--- src/rtl/ram_arb_pkg.sv ---
// Shared types and defaults for the ram_32x8 two-port arbiter.
package ram_arb_pkg;

  localparam int ADDR_W = 5;
  localparam int DATA_W = 8;

  // Sequencer states: arbitrate, drive the RAM, wait for registered dout, return data.
  typedef enum logic [1:0] {
    IDLE   = 2'd0,
    ISSUE  = 2'd1,
    RDWAIT = 2'd2,
    RDRET  = 2'd3
  } arb_state_t;

  // Requester identity, used for the winner and the round-robin pointer.
  typedef enum logic {
    PORT_A = 1'b0,
    PORT_B = 1'b1
  } port_id_t;

endpackage

--- src/rtl/ram_arb_rr2.sv ---
// Combinational two-way round-robin picker.
// A lone requester always wins; on a tie the port that was not granted last wins.
module ram_arb_rr2
  import ram_arb_pkg::*;
(
  input  logic     req_a,
  input  logic     req_b,
  input  port_id_t last,
  output port_id_t sel,
  output logic     any
);

  // Pick the winner from the current requests and the last-granted pointer
  always_comb begin
    any = req_a | req_b;
    sel = PORT_A;
    if (req_a && req_b) begin
      sel = (last == PORT_A) ? PORT_B : PORT_A;
    end else if (req_b) begin
      sel = PORT_B;
    end
  end

endmodule

--- src/rtl/ram_32x8_arbiter.sv ---
// Two-port round-robin arbiter and access sequencer for the shared ram_32x8.
//
// Handshake: a requester raises req_x with we/addr/wdata stable and holds it
// until gnt_x; gnt_x is a one-cycle pulse meaning the command is on the RAM
// pins this cycle; the requester drops req_x afterwards. Requests are only
// sampled in IDLE. Reads return data with a one-cycle rvalid_x pulse two
// cycles after gnt_x; rdata_x holds its value otherwise.
module ram_32x8_arbiter #(
  parameter int ADDR_W = ram_arb_pkg::ADDR_W,
  parameter int DATA_W = ram_arb_pkg::DATA_W
) (
  input  logic                    clk,
  input  logic                    reset,
  input  logic                    req_a,
  input  logic                    req_b,
  input  logic                    we_a,
  input  logic                    we_b,
  input  logic [ADDR_W-1:0]       addr_a,
  input  logic [ADDR_W-1:0]       addr_b,
  input  logic [DATA_W-1:0]       wdata_a,
  input  logic [DATA_W-1:0]       wdata_b,
  output logic                    gnt_a,
  output logic                    gnt_b,
  output logic                    rvalid_a,
  output logic                    rvalid_b,
  output logic [DATA_W-1:0]       rdata_a,
  output logic [DATA_W-1:0]       rdata_b,
  output logic                    busy,
  output logic                    ram_rd,
  output logic                    ram_wr,
  output logic [ADDR_W-1:0]       ram_addr,
  output logic [DATA_W-1:0]       ram_data,
  input  logic [DATA_W-1:0]       ram_dout,
  output ram_arb_pkg::arb_state_t o_dbg_state
);

  import ram_arb_pkg::*;

  arb_state_t          r_state;
  arb_state_t          w_next_state;
  port_id_t            r_last;
  port_id_t            r_winner;
  logic                r_we;
  port_id_t            w_sel;
  logic                w_any;
  logic                w_take;
  logic                w_cmd_we;
  logic [ADDR_W-1:0]   w_cmd_addr;
  logic [DATA_W-1:0]   w_cmd_wdata;

  logic                r_gnt_a;
  logic                r_gnt_b;
  logic                r_rvalid_a;
  logic                r_rvalid_b;
  logic [DATA_W-1:0]   r_rdata_a;
  logic [DATA_W-1:0]   r_rdata_b;
  logic                r_busy;
  logic                r_ram_rd;
  logic                r_ram_wr;
  logic [ADDR_W-1:0]   r_ram_addr;
  logic [DATA_W-1:0]   r_ram_data;

  ram_arb_rr2 u_rr2 (
    .req_a (req_a),
    .req_b (req_b),
    .last  (r_last),
    .sel   (w_sel),
    .any   (w_any)
  );

  // Route the winning port's command fields toward the issue registers
  always_comb begin
    w_cmd_we    = (w_sel == PORT_A) ? we_a    : we_b;
    w_cmd_addr  = (w_sel == PORT_A) ? addr_a  : addr_b;
    w_cmd_wdata = (w_sel == PORT_A) ? wdata_a : wdata_b;
  end

  // State register
  always_ff @(posedge clk) begin
    if (reset) begin
      r_state <= IDLE;
    end else begin
      r_state <= w_next_state;
    end
  end

  // Next-state logic; w_take marks the IDLE cycle in which a command is accepted
  always_comb begin
    w_next_state = r_state;
    w_take       = 1'b0;
    case (r_state)
      IDLE: begin
        if (w_any) begin
          w_take       = 1'b1;
          w_next_state = ISSUE;
        end
      end
      ISSUE:   w_next_state = r_we ? IDLE : RDWAIT;
      RDWAIT:  w_next_state = RDRET;
      RDRET:   w_next_state = IDLE;
      default: w_next_state = IDLE;
    endcase
  end

  // Winner, round-robin pointer and command type; the RAM address/data
  // registers below double as the command's address/data registers
  always_ff @(posedge clk) begin
    if (reset) begin
      r_last   <= PORT_B;
      r_winner <= PORT_A;
      r_we     <= 1'b0;
    end else if (w_take) begin
      r_last   <= w_sel;
      r_winner <= w_sel;
      r_we     <= w_cmd_we;
    end
  end

  // Registered outputs: grant and RAM strobes during ISSUE, data return in RDRET
  always_ff @(posedge clk) begin
    if (reset) begin
      r_gnt_a    <= 1'b0;
      r_gnt_b    <= 1'b0;
      r_rvalid_a <= 1'b0;
      r_rvalid_b <= 1'b0;
      r_rdata_a  <= '0;
      r_rdata_b  <= '0;
      r_busy     <= 1'b0;
      r_ram_rd   <= 1'b0;
      r_ram_wr   <= 1'b0;
      r_ram_addr <= '0;
      r_ram_data <= '0;
    end else begin
      r_gnt_a    <= 1'b0;
      r_gnt_b    <= 1'b0;
      r_rvalid_a <= 1'b0;
      r_rvalid_b <= 1'b0;
      r_ram_rd   <= 1'b0;
      r_ram_wr   <= 1'b0;
      r_busy     <= (w_next_state != IDLE);
      if (w_take) begin
        r_gnt_a    <= (w_sel == PORT_A);
        r_gnt_b    <= (w_sel == PORT_B);
        r_ram_wr   <= w_cmd_we;
        r_ram_rd   <= ~w_cmd_we;
        r_ram_addr <= w_cmd_addr;
        r_ram_data <= w_cmd_we ? w_cmd_wdata : '0;
      end
      // RAM dout is valid during RDWAIT; only the winner's rdata is touched
      if (r_state == RDWAIT) begin
        if (r_winner == PORT_A) begin
          r_rdata_a  <= ram_dout;
          r_rvalid_a <= 1'b1;
        end else begin
          r_rdata_b  <= ram_dout;
          r_rvalid_b <= 1'b1;
        end
      end
    end
  end

  assign gnt_a       = r_gnt_a;
  assign gnt_b       = r_gnt_b;
  assign rvalid_a    = r_rvalid_a;
  assign rvalid_b    = r_rvalid_b;
  assign rdata_a     = r_rdata_a;
  assign rdata_b     = r_rdata_b;
  assign busy        = r_busy;
  assign ram_rd      = r_ram_rd;
  assign ram_wr      = r_ram_wr;
  assign ram_addr    = r_ram_addr;
  assign ram_data    = r_ram_data;
  assign o_dbg_state = r_state;

endmodule

--- config.mk ---
export PLATFORM = sky130hd
export DESIGN_NAME = ram_32x8_arbiter
export DESIGN_NICKNAME = d
export VERILOG_FILES = /design/src/rtl/ram_arb_pkg.sv /design/src/rtl/ram_arb_rr2.sv /design/src/rtl/ram_32x8_arbiter.sv
export SDC_FILE = /design/constraint.sdc
export NUM_CORES = 1
export LEC_CHECK = 0
export CAP_MARGIN = 20
export CORE_MARGIN = 4
export CORE_UTILIZATION = 41
export CTS_CLUSTER_SIZE = 10
export DETAILED_ROUTE_END_ITERATION = 16
export GPL_ROUTABILITY_DRIVEN = 0
export GPL_TIMING_DRIVEN = 1
export PLACE_DENSITY = 0.79
export REMOVE_ABC_BUFFERS = 1
export SLEW_MARGIN = 20
export SYNTH_ARGS = -nofsm -noshare
export SYNTH_HDL_FRONTEND = slang
export SYNTH_SLANG_ARGS = --single-unit
--- constraint.sdc ---
create_clock -name clk -period 1.56 [get_ports clk]
set_input_delay 0.234 -clock clk [delete_from_list [all_inputs] [get_ports clk]]
set_output_delay 0.234 -clock clk [all_outputs]
set_load 0.1 [all_outputs]
# Yosys cells after proc, flatten, opt, wreduce, memory -nomap -nowiden

Cells that the tools add are included.

Bits in registers: 41
Word-level logic and storage cells: 45
Input bits: 40
Output and inout port bits: 38

Bitwise operators: 6
Muxes and demuxes: 14
Eq/ne operators: 3
Reductions and logical operators: 7

Operators by type and width:

| operator                                                               | number |
|---|---|
| 8-bit two-way mux                                                      | 2 |
| 1-bit two-way mux                                                      | 8 |
| 2-bit one-hot mux with 4 select lines                                  | 1 |
| 5-bit two-way mux                                                      | 1 |
| 1-bit NOT                                                              | 5 |
| 2-bit equality test (second input constant)                            | 2 |
| 2-bit two-way mux                                                      | 2 |
| 2-bit AND reduction                                                    | 2 |
| 2-bit OR reduction                                                     | 2 |
| 2-bit by 1-bit equality test with 1-bit output (second input constant) | 1 |
| 2-bit zero test                                                        | 1 |
| 2-bit nonzero test                                                     | 1 |
| 1-bit logical AND                                                      | 1 |
| 1-bit OR                                                               | 1 |

# Depth between registers and ports, before layout

Word-level depth: 5
Gate-level depth with buffers: 5
Gate-level depth less buffers: 3

# By module

From an unflattened synthesis, not the netlist that was laid out.

Cell total of the unflattened synthesis: 133
Area total of the unflattened synthesis: 1534.0 µm²

Modules (own cells, without submodules):

| module           | cells each | area each (µm²) | seq. area each (µm²) | instances |
|---|---|---|---|---|
| ram_32x8_arbiter | 131        | 1520.2          | 820.8                | 1 |
| ram_arb_rr2      | 2          | 13.8            | 0.0                  | 1 |

# Worst setup path after synthesis

No wires, ideal clock.

Path type: flip-flop to flip-flop
From: reg r_state[1] (netlist: o_dbg_state[1])
To: reg r_rdata_a[0] (netlist: rdata_a[0])
Library setup time: 0.128 ns
Arrival: 1.759 ns
Required time: 1.432 ns
Path slack: -0.327 ns
Stages on the path, launching flop included: 5
Clock period less this slack: 1.887 ns
Path through: dfxtp_1 nor3b_2 buf_6 mux2i_1 nor2_1

Longest elaborated chain between the ends: 2

Ends and longest elaborated chain:

| item                                 | line                    | source |
|---|---|---|
| start, declared                      | ram_32x8_arbiter.sv:39  | `arb_state_t r_state;` |
| start signal, assigned               | ram_32x8_arbiter.sv:83  | `r_state <= w_next_state;` |
| 2-bit equality test                  | ram_32x8_arbiter.sv:150 | `if (r_state == RDWAIT) begin` |
| 2-bit AND reduction (no source line) | n/a                     |  |
| end signal, assigned                 | ram_32x8_arbiter.sv:152 | `r_rdata_a <= ram_dout;` |
| end, declared                        | ram_32x8_arbiter.sv:55  | `logic [DATA_W-1:0] r_rdata_a;` |

No other way between the ends.
A chain may end at the register's enable or synchronous reset.

# Worst setup path after layout

From: reg r_state[1] (netlist: o_dbg_state[1])
To: reg r_rdata_a[3] (netlist: rdata_a[3])

Same word-level chain as after synthesis.

==> flow_metrics.env <==
export IMPL_numCtsBuffers=5
export IMPL_synth_area_leaders="dfxtp_1, mux2i_1, nor2_1"
export IMPL_hold_viol=0
export IMPL_syn_area_per_cell_um2=9.83
export IMPL_antenna_found_initial=0
export IMPL_p_leak_nw=1.21
export IMPL_skew_ns=0.00899
export IMPL_ir_drop_mv=1.02
export IMPL_cts_tree="done"
export IMPL_hold_class="flop to flop"
export IMPL_wl_um=4470
export IMPL_vias_per_cell=5.03
export IMPL_hold_buffers=0
export IMPL_crit_path_start_kind="flop"
export IMPL_fin_hold_ws_ns=0.517
export IMPL_core_um2=4030
export IMPL_synth_distinct_cells=32
export IMPL_critical_path_class="flop to flop"
export IMPL_grt_ovfl_total=0
export IMPL_grt_pass1_vias=1423
export IMPL_cp_max_fo=8
export IMPL_cp_arrival_ns=1.55
export IMPL_drv_cap=0
export IMPL_synth_commonest_cells="dfxtp_1, mux2i_1, nor2_1"
export IMPL_slew_viol_final=0
export IMPL_antenna_cells=0
export IMPL_p_sw_share_pct=36.8
export IMPL_die_w_um=72.6
export IMPL_seqPwrFrac_pct=35.9
export IMPL_tns_ns=0
export IMPL_nNetsFinal=294
export IMPL_die_y_um=72.6
export IMPL_synth_seq_cells=41
export IMPL_port_buffers=77
export IMPL_end_kind="flop"
export IMPL_power_density_nw_per_um2=1130
export IMPL_cts_sinks=41
export IMPL_path_clk_slew_ns=0.08
export IMPL_firstDrtPassIters=4
export IMPL_finalCriticalPeriod_ns=1.36
export IMPL_p_clk_share_pct=25.3
export IMPL_p_total_mw=3.45
export IMPL_grt_usage_pct=17.3
export IMPL_rows=23
export IMPL_vias=1534
export IMPL_drc=0
export IMPL_fin_cells=305
export IMPL_start_util_pct=42.5
export IMPL_drive_gt1_share_pct=24.3
export IMPL_dpl_cell_count=297
export IMPL_netlist_area_um2=1710
export IMPL_ctsRootBufferMaster="clkbuf_8"
export IMPL_clkLatencyLatePin_ns=0.29
export IMPL_boundaryPins=78
export IMPL_syn_instance_count=174
export IMPL_synthFlopType="dfxtp_1"
export IMPL_p_sw_mw=1.27
export IMPL_cts_resized=0
export IMPL_h_tree_depth=2
export IMPL_slew_headroom_pct=72.7
export IMPL_power_frac_comb_pct=38.8
export IMPL_synth_seq_area_share_pct=48.0
export IMPL_finalSetupViolations=0
export IMPL_tightest_slew_ns=0.409
export IMPL_grt_max_degree=40
export IMPL_rrSetupSlack_ns=0.20
export IMPL_async_flop_share_pct=0
export IMPL_dp_hpwl_um=3450
export IMPL_synthToLayoutAreaGrowth_pct=77.5
export IMPL_post_cts_buffers=0
export IMPL_drt_initial_drc_count=66
export IMPL_yosysWarningCount=0
export IMPL_fmax_mhz=735
export IMPL_cp_required_ns=1.75
export IMPL_min_period_over_period_pct=87.2
export IMPL_grt_setup_unrepaired="no"
export IMPL_drt_wirelength_per_cell_um=14.7
export IMPL_synth_top_area_cell="dfxtp_1"
export IMPL_yosysMostFrequentCell="dfxtp_1"
export IMPL_clock_path_buffers=2
export IMPL_utilization_pct=75.4
export IMPL_outcome="finished clean"
export IMPL_grt_pass1_wl_um=6960
export IMPL_p_int_mw=2.18
export IMPL_die_area_um2=5270
export IMPL_synth_edf_count=0
export IMPL_netlist_area_leader_share_pct=48.0
export IMPL_drtAntennaViolNets=0
layout by cell type (no fill, tap or decap), types with 2 or more instances in the layout:
master	synthesis	final
a211oi_1	5	5
nand4_1	8	8
buf_12	0	39
inv_1	9	9
nand3b_1	2	2
a21oi_1	9	9
clkbuf_8	0	6
nor2_4	2	2
buf_4	4	8
nor3_1	3	3
mux2i_1	21	21
nand3_1	8	8
nor2b_1	9	9
clkdlybuf4s50_1	0	39
nor2_1	20	20
dfxtp_1	41	41
o221ai_1	8	8
nand2_1	3	3
and3_1	2	2
power by group through the flow:
stage	logic [mW]	clock network, mW	registers (mW)
floorplan	0.266	0	1.76
global placement	1.33	0	1.26
detailed placement	1.34	0	1.26
CTS	1.35	0.884	1.24
global route	1.39	0.939	1.25
finish	1.34	0.871	1.24
worst paths after layout:
kind                                   to                       from  cells after the start
setup / recovery  rdata_a[3]$_SDFFE_PP0P_  o_dbg_state[1]$_SDFF_PP0_                      4
hold / removal        rvalid_a$_SDFF_PP0_      r_winner$_SDFFE_PP0P_                      1
setup reg to reg  rdata_a[3]$_SDFFE_PP0P_  o_dbg_state[1]$_SDFF_PP0_                      4
hold reg to reg       rvalid_a$_SDFF_PP0_      r_winner$_SDFFE_PP0P_                      1
critical path, stage by stage (launching register included):
cell     delay [ns]
dfxtp_1        0.52
nor3b_2        0.22
buf_4          0.22
mux2i_1        0.24
nor2_1         0.06
kinds of logic (layout without fill, tap and decap cells):
kind of cell	after synthesis	in the layout	share of synthesized area [%]
multiplexers	22	22	13.1
flip-flops	41	41	48.0
AND/OR/NAND/NOR	61	61	19.5
AO/OA/AOI/OAI	28	28	12.6
buffers and inverters	22	103	6.88
state kept, by name, indices dropped and copies added (netlist names), 2 cells and up:
register / flops
o_dbg_state: 2
ram_addr: 5
ram_data: 8
rdata_a: 8
rdata_b: 8
per-stage QoR:
stage | setup WS [ns] | area, µm²
global route | 0.0971 | 3040
floorplan | -0.587 | 1630
detailed placement | -0.0711 | 2920
finish | 0.200 | 3040
CTS | 0.183 | 3040
global placement | -0.00295 | 2920
routing by layer:
layer	wire length [µm]	vias up	global-route usage [%]
li1	-	773	-
met1	1840	708	20.8
met2	2280	49	29.0
met3	325	4	6.61
met4	31	0	4.30
met5	0	-	0
cell type report:
| type | count | area [µm²] |
|---|---|---|
| Timing Repair Buffer | 86 | 1230 |
| Fill cell | 262 | 992 |
| Sequential cell | 41 | 821 |
| Multi-Input combinational cell | 111 | 772 |
| Clock buffer | 7 | 86.3 |
| Tap cell | 50 | 62.6 |
| Inverter | 9 | 33.8 |
| Clock inverter | 1 | 30.0 |
Power figures use the tool's default switching activity.
